### config.mk
export PLATFORM = sky130hd
export DESIGN_NAME = bus_seq_gen_flat
export DESIGN_NICKNAME = d
export VERILOG_FILES = /design/src/rtl/bus_seq_if.sv /design/src/rtl/bus_seq_gen.sv /design/src/flat_wrapper.sv
export SDC_FILE = /design/constraint.sdc
export NUM_CORES = 1
export LEC_CHECK = 0
export CORE_UTILIZATION = 30
export DETAILED_ROUTE_END_ITERATION = 6
export PLACE_DENSITY = 0.55
export SYNTH_ARGS = -nofsm -noshare
export SYNTH_HDL_FRONTEND = slang
export SYNTH_SLANG_ARGS = --single-unit
### constraint.sdc
create_clock -name clk -period 3.25 [get_ports clk]
set_clock_uncertainty 0.05 [all_clocks]
set_input_delay 0.325 -clock clk [delete_from_list [all_inputs] [get_ports clk]]
set_output_delay 0.325 -clock clk [all_outputs]
set_load 0.03 [all_outputs]
### src/rtl/bus_seq_if.sv
// Bus-side signal bundle for bus_seq_gen: access qualifiers in, sequence data and status out.
// Handshake: a command is taken on each rising edge where acc=1 and the cycle is
// qualified (sser_n=0, ba[13:12] matches the window, br_w=1); there is no back-pressure.
interface bus_seq_if #(
  parameter int STATE_W = 6,
  parameter int CH      = 2
);
  logic               sser_n;
  logic [13:0]        ba;
  logic               br_w;
  logic               acc;
  logic [CH-1:0]      dout;
  logic               dout_oe;
  logic               locked;
  logic [STATE_W-1:0] seq_state;

  modport master (
    output sser_n, ba, br_w, acc,
    input  dout, dout_oe, locked, seq_state
  );

  modport slave (
    input  sser_n, ba, br_w, acc,
    output dout, dout_oe, locked, seq_state
  );
endinterface

### src/rtl/bus_seq_gen.sv
// Key-locked LFSR sequence generator on a bus window. Optional macro SEQ_AUTOSTEP_EN makes
// a qualified NOP step the sequence while open.
module bus_seq_gen #(
  parameter int                      STATE_W = 6,
  parameter int                      CH      = 2,
  parameter logic [STATE_W-1:0]      SEED    = 6'h01,
  parameter logic [STATE_W-1:0]      POLY    = 6'h21,
  parameter logic [CH*STATE_W-1:0]   TAP     = {6'h20, 6'h01},
  parameter logic [11:0]             KEY     = 12'hABC,
  parameter logic [1:0]              WIN     = 2'b01
) (
  input logic       clk,
  input logic       rst_n,
  bus_seq_if.slave  bus
);

  typedef enum logic [2:0] {
    S_LOCK = 3'd0,
    S_K1   = 3'd1,
    S_K2   = 3'd2,
    S_K3   = 3'd3,
    S_OPEN = 3'd4
  } state_e;

  state_e             state_q, state_d;
  logic [STATE_W-1:0] seq_q, seq_d;
  logic [CH-1:0]      dout_q, dout_d;
  logic               locked_q, locked_d;

  logic               qual;
  logic [3:0]         cmd;
  logic [2:0]         exp_digit;
  logic               do_step;
  logic               do_seed;
  logic               unused_ba;

  assign unused_ba = ^{bus.ba[11:8], bus.ba[3:0]};

  always_comb begin
    qual      = bus.acc & ~bus.sser_n & (bus.ba[13:12] == WIN) & bus.br_w;
    cmd       = bus.ba[7:4];
    state_d   = state_q;
    seq_d     = seq_q;
    do_step   = 1'b0;
    do_seed   = 1'b0;
    exp_digit = KEY[11:9];

    case (state_q)
      S_K1:    exp_digit = KEY[8:6];
      S_K2:    exp_digit = KEY[5:3];
      S_K3:    exp_digit = KEY[2:0];
      default: exp_digit = KEY[11:9];
    endcase

    if (qual) begin
      if (state_q == S_OPEN) begin
        // Key digits are deliberately ignored here; only RELOCK leaves OPEN.
        case (cmd)
          4'h1: do_step = 1'b1;
          4'h2: do_seed = 1'b1;
          4'h3: begin
            state_d = S_LOCK;
            do_seed = 1'b1;
          end
`ifdef SEQ_AUTOSTEP_EN
          4'h0: do_step = 1'b1;
`endif
          default: ;
        endcase
      end else if (cmd[3] && (cmd[2:0] == exp_digit)) begin
        case (state_q)
          S_LOCK:  state_d = S_K1;
          S_K1:    state_d = S_K2;
          S_K2:    state_d = S_K3;
          S_K3:    state_d = S_OPEN;
          default: state_d = S_LOCK;
        endcase
      end else begin
        state_d = S_LOCK;
      end
    end

    // An all-zero register would never leave zero, so STEP recovers it from SEED.
    if (do_seed || (do_step && (seq_q == '0))) begin
      seq_d = SEED;
    end else if (do_step) begin
      seq_d = {seq_q[STATE_W-2:0], ^(seq_q & POLY)};
    end

    locked_d = (state_d != S_OPEN);
    for (int n = 0; n < CH; n++) begin
      dout_d[n] = (state_d == S_OPEN) ? ^(seq_d & TAP[n*STATE_W +: STATE_W]) : 1'b0;
    end
  end

  always_ff @(posedge clk or negedge rst_n) begin
    if (!rst_n) begin
      state_q  <= S_LOCK;
      seq_q    <= SEED;
      dout_q   <= '0;
      locked_q <= 1'b1;
    end else begin
      state_q  <= state_d;
      seq_q    <= seq_d;
      dout_q   <= dout_d;
      locked_q <= locked_d;
    end
  end

  assign bus.dout      = dout_q;
  assign bus.locked    = locked_q;
  assign bus.seq_state = seq_q;
  assign bus.dout_oe   = ~bus.sser_n & (bus.ba[13:12] == WIN) & bus.br_w;

endmodule

### src/flat_wrapper.sv
// flat-port wrapper written by rule: the top's interface ports become plain ports
module bus_seq_gen_flat 
#(
  parameter int                      STATE_W = 6,
  parameter int                      CH      = 2,
  parameter logic [STATE_W-1:0]      SEED    = 6'h01,
  parameter logic [STATE_W-1:0]      POLY    = 6'h21,
  parameter logic [CH*STATE_W-1:0]   TAP     = {6'h20, 6'h01},
  parameter logic [11:0]             KEY     = 12'hABC,
  parameter logic [1:0]              WIN     = 2'b01
)
  (clk, rst_n, bus_sser_n, bus_ba, bus_br_w, bus_acc, bus_dout, bus_dout_oe, bus_locked, bus_seq_state);
  bus_seq_if #(.STATE_W(STATE_W), .CH(CH)) bus_i ();
  input logic clk;
  input logic rst_n;
  input wire logic [$bits(bus_i.sser_n)-1:0] bus_sser_n;
  input wire logic [$bits(bus_i.ba)-1:0] bus_ba;
  input wire logic [$bits(bus_i.br_w)-1:0] bus_br_w;
  input wire logic [$bits(bus_i.acc)-1:0] bus_acc;
  output wire logic [$bits(bus_i.dout)-1:0] bus_dout;
  output wire logic [$bits(bus_i.dout_oe)-1:0] bus_dout_oe;
  output wire logic [$bits(bus_i.locked)-1:0] bus_locked;
  output wire logic [$bits(bus_i.seq_state)-1:0] bus_seq_state;
  assign bus_i.sser_n = bus_sser_n;
  assign bus_i.ba = bus_ba;
  assign bus_i.br_w = bus_br_w;
  assign bus_i.acc = bus_acc;
  assign bus_dout = bus_i.dout;
  assign bus_dout_oe = bus_i.dout_oe;
  assign bus_locked = bus_i.locked;
  assign bus_seq_state = bus_i.seq_state;
  bus_seq_gen #(.STATE_W(STATE_W), .CH(CH), .SEED(SEED), .POLY(POLY), .TAP(TAP), .KEY(KEY), .WIN(WIN)) u_core (.clk(clk), .rst_n(rst_n), .bus(bus_i));
endmodule
==> key figures <==
Status
  • Status: complete, no violations

Floorplan
  • Initial Utilization: 31.6%
  • Placeable Area: 0.00248 sq mm
  • Die Wd: 53.1 um
  • DIE AREA: 0.00281 sq mm
  • Std-Cell Rows: 18
  • Top Ports: 29
  • Die H: 53.1 um

Synth
  • Syn Nets: 97
  • Post-synth EDFFs: 0
  • Register area share after synthesis: 38.7%
  • Yosys warns: 0
  • Yosys cell types: 38
  • Main flop type after synthesis: dfrtp_1
  • Ys async rst share: 100%
  • Synth Instances: 78
  • Post-synthesis sequential element count: 12
  • Synth Cell Area: 782 sq um
  • Average cell area after synthesis: 10.0 sq um

GRT
  • First-pass GRT wire length: 3.00 mm
  • Global route overflow: 0
  • Initial antenna violation count: 0
  • Vias in the first global route: 638
  • Largest net degree at the start of global routing: 13
  • Gr usage total: 14.9%

Setup path
  • CP dominant cell by count: clkdlybuf4s50_1
  • Crit end category: primary output
  • Reg-to-reg slack, setup: 1.59 ns
  • Worst Path Buf+Inv: 2
  • Setup CP Type: input pin to primary output
  • Reg2reg start: u_core.state_q[0]
  • Crit path max fanout: 10
  • CP Cell Sequence: clkdlybuf4s50_1 -> and4bb_1 -> clkdlybuf4s50_1
  • Worst R2R End: u_core.bus.dout[1]
  • Type of origin of the critical path: input pin
  • Crit path max-delay cell type: clkdlybuf4s50_1
  • Family with the most delay on the worst path: buffers and inverters
  • Max stage delay on crit path: 0.75 ns
  • Worst EP required: 2.87 ns
  • Register-to-Register Path Depth: 4
  • Worst EP arrival: 1.98 ns

STA
  • Fin Setup TNS: 0 ns
  • Final Hold Fails: 0
  • Worst hold slack: 0.353 ns
  • Pins Over Slew Limit: 0
  • Final Cycle Share: 72.4%
  • Worst-Margin Slew: 0.544 ns
  • Fin crit period: 2.35 ns
  • Number of setup violations in the final report: 0
  • RSZ-0062 raised after global routing: no
  • Fmax: 0.425 GHz
  • Slew HR: 63.6%

Route
  • Iteration-0 DRC Markers: 15
  • DRC viols: 0
  • Vias per std cell: 5.26
  • Routed WL per cell: 13.6 um
  • Total number of vias: 668
  • Final WL: 1.73 mm
  • Detail Route Antenna Nets: 0
  • Pre-Repair DR Iteration Count: 4

Clocking
  • Clock sink count: 12
  • TritonCTS clock tree: built
  • Cts repair resizes: 0
  • Setup bufs post-CTS: 0
  • Worst-Skew Late Latency: 0.27 ns
  • Clk slew on worst S/H paths: 0.08 ns
  • Max Buffers Root-to-Sink: 2
  • Post-CTS Hold Buffers: 0
  • CTS root buf: clkbuf_4
  • TritonCTS Buffers: 3
  • H-tree depth: 1

Pwr
  • Combinational share of power: 20.5%
  • NetSw: 109 uW
  • Power density over the cells: 362 mW/mm^2
  • Cell leakage power: 0.000410 uW
  • Worst vdd ir: 0.338 mV
  • Sequential Power Share: 47.5%
  • Sw Ratio: 29.7%
  • Clock power share: 32.0%
  • Int Power: 259 uW

Layout
  • Commonest non-fill, non-tap cell in the layout: clkdlybuf4s50_1
  • Nets: 117
  • Synthesis-to-layout area growth: 29.9%
  • Final Non-Filler Cells: 127
  • N_diodes: 0
  • Cell area after layout: 0.00102 sq mm
  • Layout cells sized above 1: 13.4%
  • Commonest cells after routing, fill and taps aside: clkdlybuf4s50_1 (20), dfrtp_1 (10), nand2_1 (7)
  • Final design utilization: 41.0%

Placement
  • Placed instance area: 980 sq um
  • Port bufs: 20
  • Inst Count DP: 123
  • HPWL after DPL: 1.29 mm
  • GP Congestion: 0.756

Worst hold path
  • Worst hold path class: input pin to async pin

Run
  • Max_cap viols: 0
stage by stage:
stage	worst slack, ns	power [uW]
after floorplan	1.73	230
after global placement	0.872	252
after global routing	0.819	392
after detailed placement	0.876	253
after CTS	0.877	375
final	0.897	368
kinds of logic after synthesis:
kind of cell / after synthesis / synth area share, %
AND/OR/NAND/NOR: 32 / 30.4
AO/OA/AOI/OAI: 22 / 19.8
flip-flops: 12 / 38.7
buffers and inverters: 8 / 6.56
XOR/XNOR: 4 / 4.48
worst register-to-register path, delay by kind of cell, from the launching register on:
kind               cells  cell delay, ns
AOI/OAI and AO/OA      2            0.51
and+or+nand+nor        2            0.41
DFF                    1            0.59
worst max path at each step:
stage | from | endpoint | slack [ns] | cells after the start
6_report | bus_ba[13] | bus_dout_oe | 0.90 | 3
5_1_grt | bus_ba[13] | bus_dout_oe | 0.82 | 3
2_1_floorplan | bus_ba[13] | u_core.bus.dout[1] | 1.73 | 5
3_3_place_gp | bus_ba[13] | bus_dout_oe | 0.87 | 3
4_1_cts | bus_ba[13] | bus_dout_oe | 0.88 | 3
3_5_place_dp | bus_ba[13] | bus_dout_oe | 0.88 | 3
layer usage:
metal,up-vias,global-route usage [%],wire length [um]
met1,320,19.8,799
met4,0,2.63,8
met3,2,5.17,70
met5,-,0,0
met2,13,23.4,848
li1,333,-,-
cell usage after synthesis (2+ instances only):
| library cell | instances | area (sq um) |
|---|---|---|
| dfrtp_1 | 10 | 250 |
| nand2_1 | 7 | 26.3 |
| o21ai_0 | 6 | 30.0 |
| a21oi_1 | 4 | 20.0 |
| nand3_1 | 4 | 20.0 |
| xor2_1 | 4 | 35.0 |
| inv_1 | 3 | 11.3 |
| a2bb2oi_1 | 2 | 17.5 |
| a32o_1 | 2 | 20.0 |
| and3_1 | 2 | 12.5 |
| buf_2 | 2 | 10.0 |
| buf_6 | 2 | 22.5 |
| dfstp_2 | 2 | 52.6 |
| nand4_1 | 2 | 12.5 |
| nor2_1 | 2 | 7.51 |
| nor4bb_1 | 2 | 20.0 |
registers in the layout, summed over array words and instances, names as in the netlist:
signal	flops
u_core.state_q	3
u_core.bus.dout	2
u_core.bus.seq_state	6
u_core.bus.locked	1
final cells by class:
class | count | area, sq um
fill | 267 | 1460
sequential | 12 | 303
inverter | 3 | 11.3
clock buffer | 4 | 36.3
multi-input combinational | 58 | 428
timing repair buffer | 20 | 200
tap | 30 | 37.5
power by group through the flow:
stage | logic [uW] | clock network [uW] | registers [uW]
2_1_floorplan | 71.5 | 0 | 159
3_3_place_gp | 75.0 | 0 | 177
3_5_place_dp | 76.0 | 0 | 177
4_1_cts | 76.5 | 125 | 174
5_1_grt | 85.6 | 130 | 176
6_report | 75.3 | 118 | 175
Note: power is estimated with default switching activity, not from simulation.
